--- src/rtl/l1d_miss_issue_scheduler_pkg.sv ---
// Shared types for the L1D miss-issue scheduler: entry state encoding and
// the per-entry record held in the scheduler's register file.
package l1d_sched_pkg;

    // Default geometry; the entry record's address field is sized from
    // LINE_ADDR_W_DEF, so the scheduler's LINE_ADDR_W must equal it.
    localparam int unsigned ENTRY_COUNT_DEF = 8;
    localparam int unsigned LINE_ADDR_W_DEF = 34;

    // Life cycle of a miss entry.
    typedef enum logic [1:0] {
        FREE       = 2'd0,
        WAIT_ISSUE = 2'd1,
        WAIT_RESP  = 2'd2
    } miss_state_e;

    // One miss entry: its state and the line it is fetching.
    typedef struct packed {
        miss_state_e                state;
        logic [LINE_ADDR_W_DEF-1:0] addr;
    } miss_entry_t;

endpackage

--- src/rtl/l1d_miss_issue_scheduler_if.sv ---
// Bundle of the scheduler's allocation, memory-request, response, flush and
// status signals. The slave modport is the scheduler; master is its
// environment (L1D miss path plus the L2/bus port).
interface l1d_miss_issue_scheduler_if #(
    parameter int unsigned ENTRY_COUNT = l1d_sched_pkg::ENTRY_COUNT_DEF,
    parameter int unsigned LINE_ADDR_W = l1d_sched_pkg::LINE_ADDR_W_DEF
);
    localparam int unsigned TAG_W = $clog2(ENTRY_COUNT);

    // Allocation from the L1D miss path
    logic                   alloc_vld_i;
    logic [LINE_ADDR_W-1:0] alloc_addr_i;
    logic                   alloc_rdy_o;
    logic                   alloc_merge_o;
    logic [TAG_W-1:0]       alloc_tag_o;

    // Issue port towards L2 / bus
    logic                   mem_req_vld_o;
    logic                   mem_req_rdy_i;
    logic [LINE_ADDR_W-1:0] mem_req_addr_o;
    logic [TAG_W-1:0]       mem_req_tag_o;

    // Refill response
    logic                   mem_resp_vld_i;
    logic [TAG_W-1:0]       mem_resp_tag_i;

    // Control and status
    logic                   flush_i;
    logic [ENTRY_COUNT-1:0] busy_mask_o;
    logic                   full_o;
    logic                   empty_o;

    modport master (
        output alloc_vld_i, alloc_addr_i, mem_req_rdy_i,
               mem_resp_vld_i, mem_resp_tag_i, flush_i,
        input  alloc_rdy_o, alloc_merge_o, alloc_tag_o,
               mem_req_vld_o, mem_req_addr_o, mem_req_tag_o,
               busy_mask_o, full_o, empty_o
    );

    modport slave (
        input  alloc_vld_i, alloc_addr_i, mem_req_rdy_i,
               mem_resp_vld_i, mem_resp_tag_i, flush_i,
        output alloc_rdy_o, alloc_merge_o, alloc_tag_o,
               mem_req_vld_o, mem_req_addr_o, mem_req_tag_o,
               busy_mask_o, full_o, empty_o
    );

endinterface

--- src/rtl/l1d_miss_issue_scheduler_age_matrix.sv ---
// Allocation-age matrix for the miss entries. Row i, bit j set means entry i
// was allocated after entry j (i is younger). Among any two busy entries
// exactly one direction is set, so every request mask has a unique oldest.
module l1d_miss_age_matrix
    import l1d_sched_pkg::*;
#(
    parameter  int unsigned ENTRY_COUNT = ENTRY_COUNT_DEF,
    localparam int unsigned TAG_W       = $clog2(ENTRY_COUNT)
) (
    input  logic                   clk,
    input  logic                   rst,
    input  logic                   alloc_en_i,
    input  logic [TAG_W-1:0]       alloc_tag_i,
    input  logic [ENTRY_COUNT-1:0] busy_mask_i,
    input  logic [ENTRY_COUNT-1:0] free_mask_i,
    input  logic [ENTRY_COUNT-1:0] req_mask_i,
    output logic [ENTRY_COUNT-1:0] oldest_oh_o
);

    logic [ENTRY_COUNT-1:0] younger_q [ENTRY_COUNT];
    logic [ENTRY_COUNT-1:0] younger_d [ENTRY_COUNT];
    logic [ENTRY_COUNT-1:0] alloc_oh;
    logic [ENTRY_COUNT-1:0] survivor_mask;

    // One-hot of the entry being allocated this cycle (zero when none).
    always_comb begin
        alloc_oh = '0;
        if (alloc_en_i) begin
            alloc_oh[alloc_tag_i] = 1'b1;
        end
    end

    // Entries still busy after this cycle's frees; the new entry is younger than all of them.
    assign survivor_mask = busy_mask_i & ~free_mask_i & ~alloc_oh;

    // Next matrix: new row for the allocated entry, freed/allocated columns cleared.
    always_comb begin
        for (int i = 0; i < ENTRY_COUNT; i++) begin
            if (alloc_oh[i]) begin
                younger_d[i] = survivor_mask;
            end else begin
                younger_d[i] = younger_q[i] & ~free_mask_i & ~alloc_oh;
            end
        end
    end

    // Matrix registers.
    always_ff @(posedge clk or negedge rst) begin
        if (!rst) begin
            for (int i = 0; i < ENTRY_COUNT; i++) begin
                younger_q[i] <= '0;
            end
        end else begin
            for (int i = 0; i < ENTRY_COUNT; i++) begin
                younger_q[i] <= younger_d[i];
            end
        end
    end

    // An entry is oldest when it requests and is younger than no other requester.
    for (genvar gi = 0; gi < ENTRY_COUNT; gi++) begin : g_oldest
        assign oldest_oh_o[gi] = req_mask_i[gi] & ~|(younger_q[gi] & req_mask_i);
    end

endmodule

--- src/rtl/l1d_miss_issue_scheduler.sv ---
// L1D miss-request scheduler: a pool of miss entries that merges requests to
// the same line, issues the oldest un-issued entry over a valid/ready port
// and retires entries on tagged refill responses.
module l1d_miss_issue_scheduler
    import l1d_sched_pkg::*;
#(
    parameter  int unsigned ENTRY_COUNT = ENTRY_COUNT_DEF,
    parameter  int unsigned LINE_ADDR_W = LINE_ADDR_W_DEF,
    localparam int unsigned TAG_W       = $clog2(ENTRY_COUNT)
) (
    input  logic                       clk,
    input  logic                       rst,
    l1d_miss_issue_scheduler_if.slave  bus
);

    miss_entry_t            entry_q [ENTRY_COUNT];
    miss_entry_t            entry_d [ENTRY_COUNT];

    logic [ENTRY_COUNT-1:0] wait_issue_mask;
    logic [ENTRY_COUNT-1:0] wait_resp_mask;
    logic [ENTRY_COUNT-1:0] busy_mask;
    logic [ENTRY_COUNT-1:0] resp_hit_mask;
    logic [ENTRY_COUNT-1:0] match_mask;
    logic [ENTRY_COUNT-1:0] issue_oh;
    logic [ENTRY_COUNT-1:0] flush_free_mask;
    logic [ENTRY_COUNT-1:0] free_mask;

    logic                   merge_hit;
    logic                   full;
    logic                   alloc_rdy;
    logic                   alloc_fire;
    logic                   issue_vld;
    logic                   issue_fire;

    logic [TAG_W-1:0]       merge_tag;
    logic [TAG_W-1:0]       free_idx;
    logic [TAG_W-1:0]       issue_tag;
    logic [LINE_ADDR_W-1:0] issue_addr;

    // Per-entry state decode, response hit and merge comparator.
    for (genvar gi = 0; gi < ENTRY_COUNT; gi++) begin : g_entry_decode
        assign wait_issue_mask[gi] = (entry_q[gi].state == WAIT_ISSUE);
        assign wait_resp_mask[gi]  = (entry_q[gi].state == WAIT_RESP);
        assign busy_mask[gi]       = (entry_q[gi].state != FREE);
        // Responses only count for entries actually waiting on one.
        assign resp_hit_mask[gi]   = bus.mem_resp_vld_i & wait_resp_mask[gi]
                                     & (bus.mem_resp_tag_i == TAG_W'(gi));
        // An entry retiring this cycle must not absorb a new request.
        assign match_mask[gi]      = busy_mask[gi] & ~resp_hit_mask[gi]
                                     & (entry_q[gi].addr == bus.alloc_addr_i);
    end

    assign merge_hit = bus.alloc_vld_i & (|match_mask);
    assign full      = &busy_mask;
    assign alloc_rdy = ~bus.flush_i & (merge_hit | ~full);
    assign alloc_fire = bus.alloc_vld_i & alloc_rdy & ~merge_hit;

    // Tag of the merge target; at most one entry can match.
    always_comb begin
        merge_tag = '0;
        for (int i = 0; i < ENTRY_COUNT; i++) begin
            if (match_mask[i]) begin
                merge_tag = merge_tag | TAG_W'(i);
            end
        end
    end

    // Lowest-indexed FREE entry by registered state (scan high to low, last hit wins).
    always_comb begin
        free_idx = '0;
        for (int i = ENTRY_COUNT - 1; i >= 0; i--) begin
            if (!busy_mask[i]) begin
                free_idx = TAG_W'(i);
            end
        end
    end

    // Oldest un-issued entry; later allocations are always younger, so the
    // selection holds steady until its handshake or a flush.
    l1d_miss_age_matrix #(
        .ENTRY_COUNT (ENTRY_COUNT)
    ) u_age_matrix (
        .clk         (clk),
        .rst         (rst),
        .alloc_en_i  (alloc_fire),
        .alloc_tag_i (free_idx),
        .busy_mask_i (busy_mask),
        .free_mask_i (free_mask),
        .req_mask_i  (wait_issue_mask),
        .oldest_oh_o (issue_oh)
    );

    assign issue_vld  = |wait_issue_mask;
    assign issue_fire = issue_vld & bus.mem_req_rdy_i;

    // A flush drops every un-issued entry except one handshaking this cycle.
    assign flush_free_mask = bus.flush_i ? (wait_issue_mask & ~(issue_fire ? issue_oh : '0)) : '0;
    assign free_mask       = resp_hit_mask | flush_free_mask;

    // Issue-port mux: OR-reduce the one-hot selected entry.
    always_comb begin
        issue_addr = '0;
        issue_tag  = '0;
        for (int i = 0; i < ENTRY_COUNT; i++) begin
            if (issue_oh[i]) begin
                issue_addr = issue_addr | entry_q[i].addr;
                issue_tag  = issue_tag | TAG_W'(i);
            end
        end
    end

    // Per-entry FSM: allocate, issue, retire, flush.
    always_comb begin
        for (int i = 0; i < ENTRY_COUNT; i++) begin
            entry_d[i] = entry_q[i];
            case (entry_q[i].state)
                FREE: begin
                    if (alloc_fire && (free_idx == TAG_W'(i))) begin
                        entry_d[i].state = WAIT_ISSUE;
                        entry_d[i].addr  = bus.alloc_addr_i;
                    end
                end
                WAIT_ISSUE: begin
                    if (issue_fire && issue_oh[i]) begin
                        entry_d[i].state = WAIT_RESP;
                    end else if (bus.flush_i) begin
                        entry_d[i].state = FREE;
                    end
                end
                WAIT_RESP: begin
                    if (resp_hit_mask[i]) begin
                        entry_d[i].state = FREE;
                    end
                end
                default: begin
                    entry_d[i].state = FREE;
                end
            endcase
        end
    end

    // Entry registers.
    always_ff @(posedge clk or negedge rst) begin
        if (!rst) begin
            for (int i = 0; i < ENTRY_COUNT; i++) begin
                entry_q[i] <= '{state: FREE, addr: '0};
            end
        end else begin
            for (int i = 0; i < ENTRY_COUNT; i++) begin
                entry_q[i] <= entry_d[i];
            end
        end
    end

    assign bus.alloc_rdy_o    = alloc_rdy;
    assign bus.alloc_merge_o  = merge_hit;
    assign bus.alloc_tag_o    = merge_hit ? merge_tag : free_idx;
    assign bus.mem_req_vld_o  = issue_vld;
    assign bus.mem_req_addr_o = issue_addr;
    assign bus.mem_req_tag_o  = issue_tag;
    assign bus.busy_mask_o    = busy_mask;
    assign bus.full_o         = full;
    assign bus.empty_o        = ~|busy_mask;

endmodule

--- src/flat_wrapper.sv ---
// flat-port wrapper written by rule: the top's interface ports become plain ports
module l1d_miss_issue_scheduler_flat import l1d_sched_pkg::*;
#(
    parameter  int unsigned ENTRY_COUNT = ENTRY_COUNT_DEF,
    parameter  int unsigned LINE_ADDR_W = LINE_ADDR_W_DEF,
    localparam int unsigned TAG_W       = $clog2(ENTRY_COUNT)
)
  (clk, rst, bus_alloc_vld_i, bus_alloc_addr_i, bus_mem_req_rdy_i, bus_mem_resp_vld_i, bus_mem_resp_tag_i, bus_flush_i, bus_alloc_rdy_o, bus_alloc_merge_o, bus_alloc_tag_o, bus_mem_req_vld_o, bus_mem_req_addr_o, bus_mem_req_tag_o, bus_busy_mask_o, bus_full_o, bus_empty_o);
  l1d_miss_issue_scheduler_if #(.ENTRY_COUNT(ENTRY_COUNT), .LINE_ADDR_W(LINE_ADDR_W)) bus_i ();
  input  logic clk;
  input  logic rst;
  input wire logic [$bits(bus_i.alloc_vld_i)-1:0] bus_alloc_vld_i;
  input wire logic [$bits(bus_i.alloc_addr_i)-1:0] bus_alloc_addr_i;
  input wire logic [$bits(bus_i.mem_req_rdy_i)-1:0] bus_mem_req_rdy_i;
  input wire logic [$bits(bus_i.mem_resp_vld_i)-1:0] bus_mem_resp_vld_i;
  input wire logic [$bits(bus_i.mem_resp_tag_i)-1:0] bus_mem_resp_tag_i;
  input wire logic [$bits(bus_i.flush_i)-1:0] bus_flush_i;
  output wire logic [$bits(bus_i.alloc_rdy_o)-1:0] bus_alloc_rdy_o;
  output wire logic [$bits(bus_i.alloc_merge_o)-1:0] bus_alloc_merge_o;
  output wire logic [$bits(bus_i.alloc_tag_o)-1:0] bus_alloc_tag_o;
  output wire logic [$bits(bus_i.mem_req_vld_o)-1:0] bus_mem_req_vld_o;
  output wire logic [$bits(bus_i.mem_req_addr_o)-1:0] bus_mem_req_addr_o;
  output wire logic [$bits(bus_i.mem_req_tag_o)-1:0] bus_mem_req_tag_o;
  output wire logic [$bits(bus_i.busy_mask_o)-1:0] bus_busy_mask_o;
  output wire logic [$bits(bus_i.full_o)-1:0] bus_full_o;
  output wire logic [$bits(bus_i.empty_o)-1:0] bus_empty_o;
  assign bus_i.alloc_vld_i = bus_alloc_vld_i;
  assign bus_i.alloc_addr_i = bus_alloc_addr_i;
  assign bus_i.mem_req_rdy_i = bus_mem_req_rdy_i;
  assign bus_i.mem_resp_vld_i = bus_mem_resp_vld_i;
  assign bus_i.mem_resp_tag_i = bus_mem_resp_tag_i;
  assign bus_i.flush_i = bus_flush_i;
  assign bus_alloc_rdy_o = bus_i.alloc_rdy_o;
  assign bus_alloc_merge_o = bus_i.alloc_merge_o;
  assign bus_alloc_tag_o = bus_i.alloc_tag_o;
  assign bus_mem_req_vld_o = bus_i.mem_req_vld_o;
  assign bus_mem_req_addr_o = bus_i.mem_req_addr_o;
  assign bus_mem_req_tag_o = bus_i.mem_req_tag_o;
  assign bus_busy_mask_o = bus_i.busy_mask_o;
  assign bus_full_o = bus_i.full_o;
  assign bus_empty_o = bus_i.empty_o;
  l1d_miss_issue_scheduler #(.ENTRY_COUNT(ENTRY_COUNT), .LINE_ADDR_W(LINE_ADDR_W)) u_core (.clk(clk), .rst(rst), .bus(bus_i));
endmodule
--- config.mk ---
export PLATFORM = sky130hd
export DESIGN_NAME = l1d_miss_issue_scheduler_flat
export DESIGN_NICKNAME = d
export VERILOG_FILES = /design/src/rtl/l1d_miss_issue_scheduler_pkg.sv /design/src/rtl/l1d_miss_issue_scheduler_if.sv /design/src/rtl/l1d_miss_issue_scheduler_age_matrix.sv /design/src/rtl/l1d_miss_issue_scheduler.sv /design/src/flat_wrapper.sv
export SDC_FILE = /design/constraint.sdc
export NUM_CORES = 1
export LEC_CHECK = 0
export BUFFER_PORTS_ARGS = -buffer_cell sky130_fd_sc_hd__buf_2
export CAP_MARGIN = 15
export CORE_MARGIN = 2
export CORE_UTILIZATION = 45
export CTS_CLUSTER_SIZE = 24
export DETAILED_ROUTE_END_ITERATION = 10
export SLEW_MARGIN = 10
export SYNTH_ARGS = -nofsm -noshare
export SYNTH_HDL_FRONTEND = slang
export SYNTH_SLANG_ARGS = --single-unit
--- constraint.sdc ---
create_clock -name clk -period 3.3 [get_ports clk]
set_input_delay 0.33 -clock clk [delete_from_list [all_inputs] [get_ports clk]]
set_output_delay 0.33 -clock clk [all_outputs]
set_load 0.1 [all_outputs]
* After elaboration in Yosys (flattened, before gate mapping)
Cells that the tools add are included.
Word-level totals: register bits 352, logic and storage cells 332, output and inout bits 53, bits of input ports 43
Operators by class: order comparisons 2, equal/unequal tests 62, reduce and logical (&&, ||, !) cells 72, multiplexer cells 77, bitwise operators 95
Operator list (number):
- two-way mux 36 bit | 8
- == test 34 bit | 8
- two-way mux 34 bit | 8
- bitwise OR 34 bit | 7
- AND 8 bit | 27
- two-way mux 8 bit | 11
- OR reduction 8 bit | 11
- two-way mux 3 bit | 17
- one-hot mux 2 bit (3 select lines) | 8
- AND 1 bit | 45
- two-way mux 2 bit | 21
- == test 3 bit (second input constant) | 8
- != test 3 x 2 -> 1 bit (second input constant) | 8
- inverter 8 bit | 3
- AND reduction 3 bit | 8
- logical AND 1 bit | 17
- == test 2 x 1 -> 1 bit (second input constant) | 8
- == test 2 bit (second input constant) | 8
- logical NOT 2 bit | 8
- != test 2 x 1 -> 1 bit (second input constant) | 8
- != test 2 bit (second input constant) | 8
- AND reduction 2 bit | 8
- nonzero test 2 bit | 8
- == test 3 x 2 -> 1 bit (second input constant) | 4
- 11 further kinds | 33

* Logic depth before layout (Yosys ltp)
word-level depth 20, gate-level depth with buffers 13, gate-level depth less buffers 10

* Hierarchy
Synthesis repeated with hierarchy kept, for this count alone.
Unflattened totals: cells, all modules 1747, area, all modules 19372.3 um^2
By module, submodules not included:
- l1d_miss_issue_scheduler | area an instance 15997.8 um^2, sequential area each 7206.9 um^2, cells an instance 1390, times used 1
- l1d_miss_age_matrix | area an instance 3374.5 um^2, sequential area each 1601.5 um^2, cells an instance 357, times used 1

* Least setup slack after synthesis
No wires, ideal clock.
path kind reg2out, start point register u_core.entry_q[215] (netlist name), end point output port bus_alloc_rdy_o, setup slack -2.672 ns, buffers on the path 0, cell stages (with the launch flop) 4, required time 2.970 ns, data arrival time 5.642 ns, cell sequence dfrtp_1 o22ai_1 nor4_1 a21oi_1
On the way: elaborated cells between the ends (all ways) 13, those cells by class eq/ne: 1; bitwise: 9; reduce/logical: 3
RTL lines:
- start: declaration | line l1d_miss_issue_scheduler.sv:16 | miss_entry_t entry_q [ENTRY_COUNT];
- start signal: indexed assignment | line l1d_miss_issue_scheduler.sv:146 | entry_q[i] <= '{state: FREE, addr: '0};
- start signal: indexed assignment | line l1d_miss_issue_scheduler.sv:150 | entry_q[i] <= entry_d[i];
- nonzero test 2 bit | line l1d_miss_issue_scheduler.sv:44 | assign busy_mask[gi] = (entry_q[gi].state != FREE);
- AND reduction 8 bit | line l1d_miss_issue_scheduler.sv:54 | assign full = &busy_mask;
- named net bus_full_o | line flat_wrapper.sv:25 | output wire logic [$bits(bus_i.full_o)-1:0] bus_full_o;
- inverter 1 bit | line l1d_miss_issue_scheduler.sv:55 | assign alloc_rdy = ~bus.flush_i & (merge_hit | ~full);
- bitwise OR 1 bit | line l1d_miss_issue_scheduler.sv:55
- AND 1 bit | line l1d_miss_issue_scheduler.sv:55
- end: declaration | line flat_wrapper.sv:18 | output wire logic [$bits(bus_i.alloc_rdy_o)-1:0] bus_alloc_rdy_o;
The timed path passes the listed nets, and every way through them passes these cells.

* Worst setup path after layout
start point register u_core.entry_q[125] (netlist name), end point output port bus_alloc_tag_o[0]
On the way: longest elaborated chain between the ends 5
Ends and longest elaborated chain:
- == test 34 bit | line l1d_miss_issue_scheduler.sv:50 | & (entry_q[gi].addr == bus.alloc_addr_i);
- AND 1 bit | line l1d_miss_issue_scheduler.sv:50
- OR reduction 8 bit | line l1d_miss_issue_scheduler.sv:53 | assign merge_hit = bus.alloc_vld_i & (|match_mask);
- AND 1 bit | line l1d_miss_issue_scheduler.sv:53
- two-way mux 3 bit | line l1d_miss_issue_scheduler.sv:157 | assign bus.alloc_tag_o = merge_hit ? merge_tag : free_idx;
- end: declaration | line flat_wrapper.sv:20 | output wire logic [$bits(bus_i.alloc_tag_o)-1:0] bus_alloc_tag_o;
No other way between the ends.

==> summary.md <==
| Metric | Value |
|---|---|
| Status | complete, but fails checks |
| Failing checks | negative setup slack |
| Footprint of the multi-input gates | just over 0.01 mm2 |
| Fillers | ~3400 |
| CTS Buffer Depth | 3 |
| Synth Area in Compound Gates | 0.115 |
| HP Class | in2reg |
| First-pass GRT wire length | roughly 110000 um |
| PortBufs | 95 |
| Aggregate global-route resource usage | 0.331 |
| Final WL | between 70000 and 80000 um |
| Area delta synth->final | 31.0% |
| Share of cells above drive strength 1 | 0.413 |
| Crit path time final | ~3600 ps |
| Worst Path Arrival | 3270 ps |
| IO Count | 96 |
| Fin worst setup slack | -296 ps |
| Core ar. | around 0.042 mm2 |
| Relative slew slack | 0.327 |
| NumNets Final | ~2000 |
| CP max FO | 3 |
| Sum of negative setup slack | -1110 ps |
| Clk root buf | clkbuf_16 |
| Main combinational cell family by area after synthesis | multiplexers |
| Adder-Cell Fraction of Synth Area | 0 |
| Finished Cell Area | 0.0251 mm2 |
| Maximum number of pins on one net before global-route repair | 82 |
| Worst-Skew Late Latency | 590 ps |
| Worst R2R Path Depth | 10 |
| Largest stage delay on the critical path | 460 ps |
| Mux cell area share after synthesis | 0.165 |
| Distinct cells, synth | 57 |
| Dpl cell area | 0.0226 mm2 |
| CTS clk-pin slew, worst paths | 60 ps |
| Max-slew violations | 0 |
| P per Cell Area | between 800 and 900 mW/mm2 |
| Global route overflow | 0 |
| Final hold viol count | 0 |
| CP Data Required Time | between 2000 and 3000 ps |
| Final period util | 1.09 |
| GP Congestion | 1.04 |
| Iteration count of the initial detailed-routing pass | 5 |
| Crit-path cells | xnor2_2 > buf_6 > nand2_2 > or4_4 > o41ai_4 > a2111o_1 > nand2_4 > clkinvlp_4 > mux2i_4 > buf_12 |
| Final std cells w/o fill | 2502 |
| Count of final setup violators | 5 |
| Total number of vias | 15700 |
| Sequential fraction of the synthesis area | 0.459 |
| Register area | just under 0.009 mm2 |
| Worst Hold Depth | 2 |
| Max IR drop VDD | approximately 0.00085 V |
| Wire per inst | between 20 and 30 um |
| Ys async rst share | 1.00 |
| RSZ-0062 raised after global routing | true |
| Slew of the pin with the lowest slew margin | 1010 ps |
| Post-route core utilization | 0.598 |
| Pleak | 11.2 nW |
| Crit end category | primary output |
| Antenna violations before repair | 1 |
| Post-synthesis xor/xnor area fraction | 0.124 |
| Number of enable flip-flop cells after synthesis | 0 |
| Clk sinks | 352 |
| CTS Buf Count | 41 |
| Placed insts | ~2400 |
| Avg Inst Size Synth | 11.5 um2 |
| Post-Syn Area | 0.0192 mm2 |
| CTS tree | built |
| Fmax achieved | around 280 MHz |
| Top FF cell, synth | dfrtp_1 |
| DIE WIDTH | around 210 um |
| Critical Path Source Type | flop |
| Std-Cell Rows | 75 |
| Crit path max-delay cell type | or4_4 |
| Number of routed nets with antenna violations | 0 |
| Initial Util | 0.456 |
| CP Class | reg2out |
| Max-cap violations | 0 |
| Initial DRC count | 1709 |
| Post-synthesis cell count | around 1700 |
| Most common cell after layout, fill and taps aside | dfrtp_1 |
| Clock Skew | 33.6 ps |
| DRC | 0 |
| Via/cell ratio | 6.28 |
| Die Y | between 200 and 250 um |
| Synth Area in Simple Gates | 0.0933 |
| Die area | 0.0443 mm2 |
| Synth Register Bits | 352 |
| # H-tree levels | 2 |
| Commonest non-fill, non-tap cells in the layout | dfrtp_1 (352), mux2_2 (208), buf_4 (208) |
| Syn Nets | 1712 |
| Warnings, synthesis | 0 |
| Vias in the first global route | 15800 |
| Dpl hpwl | roughly 51000 um |
-- through the flow --
step           hold WS (ps)  total power, mW  worst slack, ps
2_1_floorplan          34.4             11.9             -632
3_3_place_gp            334             15.5             -375
3_5_place_dp            328             15.6             -431
4_1_cts                 102             20.6             -188
5_1_grt                 115             21.6             -370
6_report                106             21.0             -296
-- state kept, by name (all words and copies together), names as in the netlist --
signal	flops
u_core.entry_q	288
u_core.u_age_matrix.younger_q	64
-- worst paths after layout --
| path | start | end | slack, ps |
|---|---|---|---|
| setup / recovery | u_core.entry_q[125] | bus_alloc_tag_o[0] | -300 |
| hold / removal | bus_alloc_addr_i[15] | u_core.entry_q[87] | 110 |
| setup reg to reg | u_core.entry_q[115] | u_core.entry_q[269] | 80 |
| hold reg to reg | u_core.u_age_matrix.younger_q[32] | u_core.u_age_matrix.younger_q[32] | 490 |
| max in group asynchronous | rst | u_core.entry_q[173] | 1950 |
| min in group asynchronous | rst | u_core.entry_q[107] | 330 |
-- logic make-up (layout without fill, tap and decap cells) --
logic type / after synthesis / in the layout
AO/OA/AOI/OAI: 301 / 301
XOR/XNOR: 271 / 271
buffers and inverters: 157 / 450
flip-flops: 352 / 352
multiplexers: 266 / 266
other: 0 / 1
AND/OR/NAND/NOR: 322 / 322
-- worst max-delay path: cells and delay by family, from the launching register on --
family                    cells  cell delay (ps)
AOI/OAI and AO/OA             2              730
and+or+nand+nor               3              590
buffers and inverters         3              480
DFF                           1              430
muxes                         1              270
xor gates and xnor gates      1              190
-- synth_stat cells (8+ instances only) --
cell | number | area (um2)
xnor2_1 | 177 | 1550
clkbuf_1 | 37 | 139
buf_4 | 21 | 158
nor2_1 | 40 | 150
nor3_1 | 19 | 95.1
dfrtp_1 | 352 | 8810
a211oi_1 | 20 | 150
a22o_1 | 21 | 184
a21oi_1 | 28 | 140
a31oi_1 | 12 | 75.1
nor2b_1 | 8 | 50.1
nand3_1 | 42 | 210
o21ai_0 | 35 | 175
a22oi_1 | 117 | 878
buf_6 | 10 | 113
nand2_1 | 52 | 195
mux2_1 | 10 | 113
nand4_1 | 66 | 413
xor2_1 | 94 | 823
nand2b_1 | 11 | 68.8
mux2_2 | 208 | 2340
inv_1 | 13 | 48.8
a221oi_1 | 22 | 193
mux2_4 | 47 | 706
buf_2 | 70 | 350
o21a_1 | 15 | 113
nor4_1 | 42 | 263
-- routing by layer --
metal	wire, um	share of wire	GRT usage	vias to the layer above
li1	-	-	-	6637
met1	29400	0.40	0.431	8054
met2	34400	0.46	0.524	810
met3	6070	0.082	0.0690	210
met5	0	0	0	-
met4	4330	0.058	0.173	0
-- layout make-up --
type / count / area share
Clock inverter: 12 / 0.00682
Timing Repair Buffer: 365 / 0.153
Multi-Input combinational cell: 1160 / 0.413
Clock buffer: 59 / 0.0472
Inverter: 14 / 0.00254
Tap cell: 539 / 0.0268
Sequential cell: 352 / 0.351
Antenna cell: 1 / 0.0000996
-- power breakdown --
part / internal, mW / switching (mW) / leakage [nW]
clock network: 2.80 / 1.90 / 0.671
logic: 3.87 / 5.75 / 5.92
registers: 5.47 / 1.16 / 4.65
-- what timing repair did --
| item | 4_1_cts | 5_1_grt |
|---|---|---|
| setup buffers | 24 | 15 |
| pin swaps | 32 | 35 |
| endpoints found under the setup margin | 154 | 299 |
| resized for setup | 80 | 42 |
| hold buffers | 1 | 0 |
| cloned | 0 | 3 |
| endpoints found under the hold margin | 59 | 0 |
(Power assumes the default switching activity.)
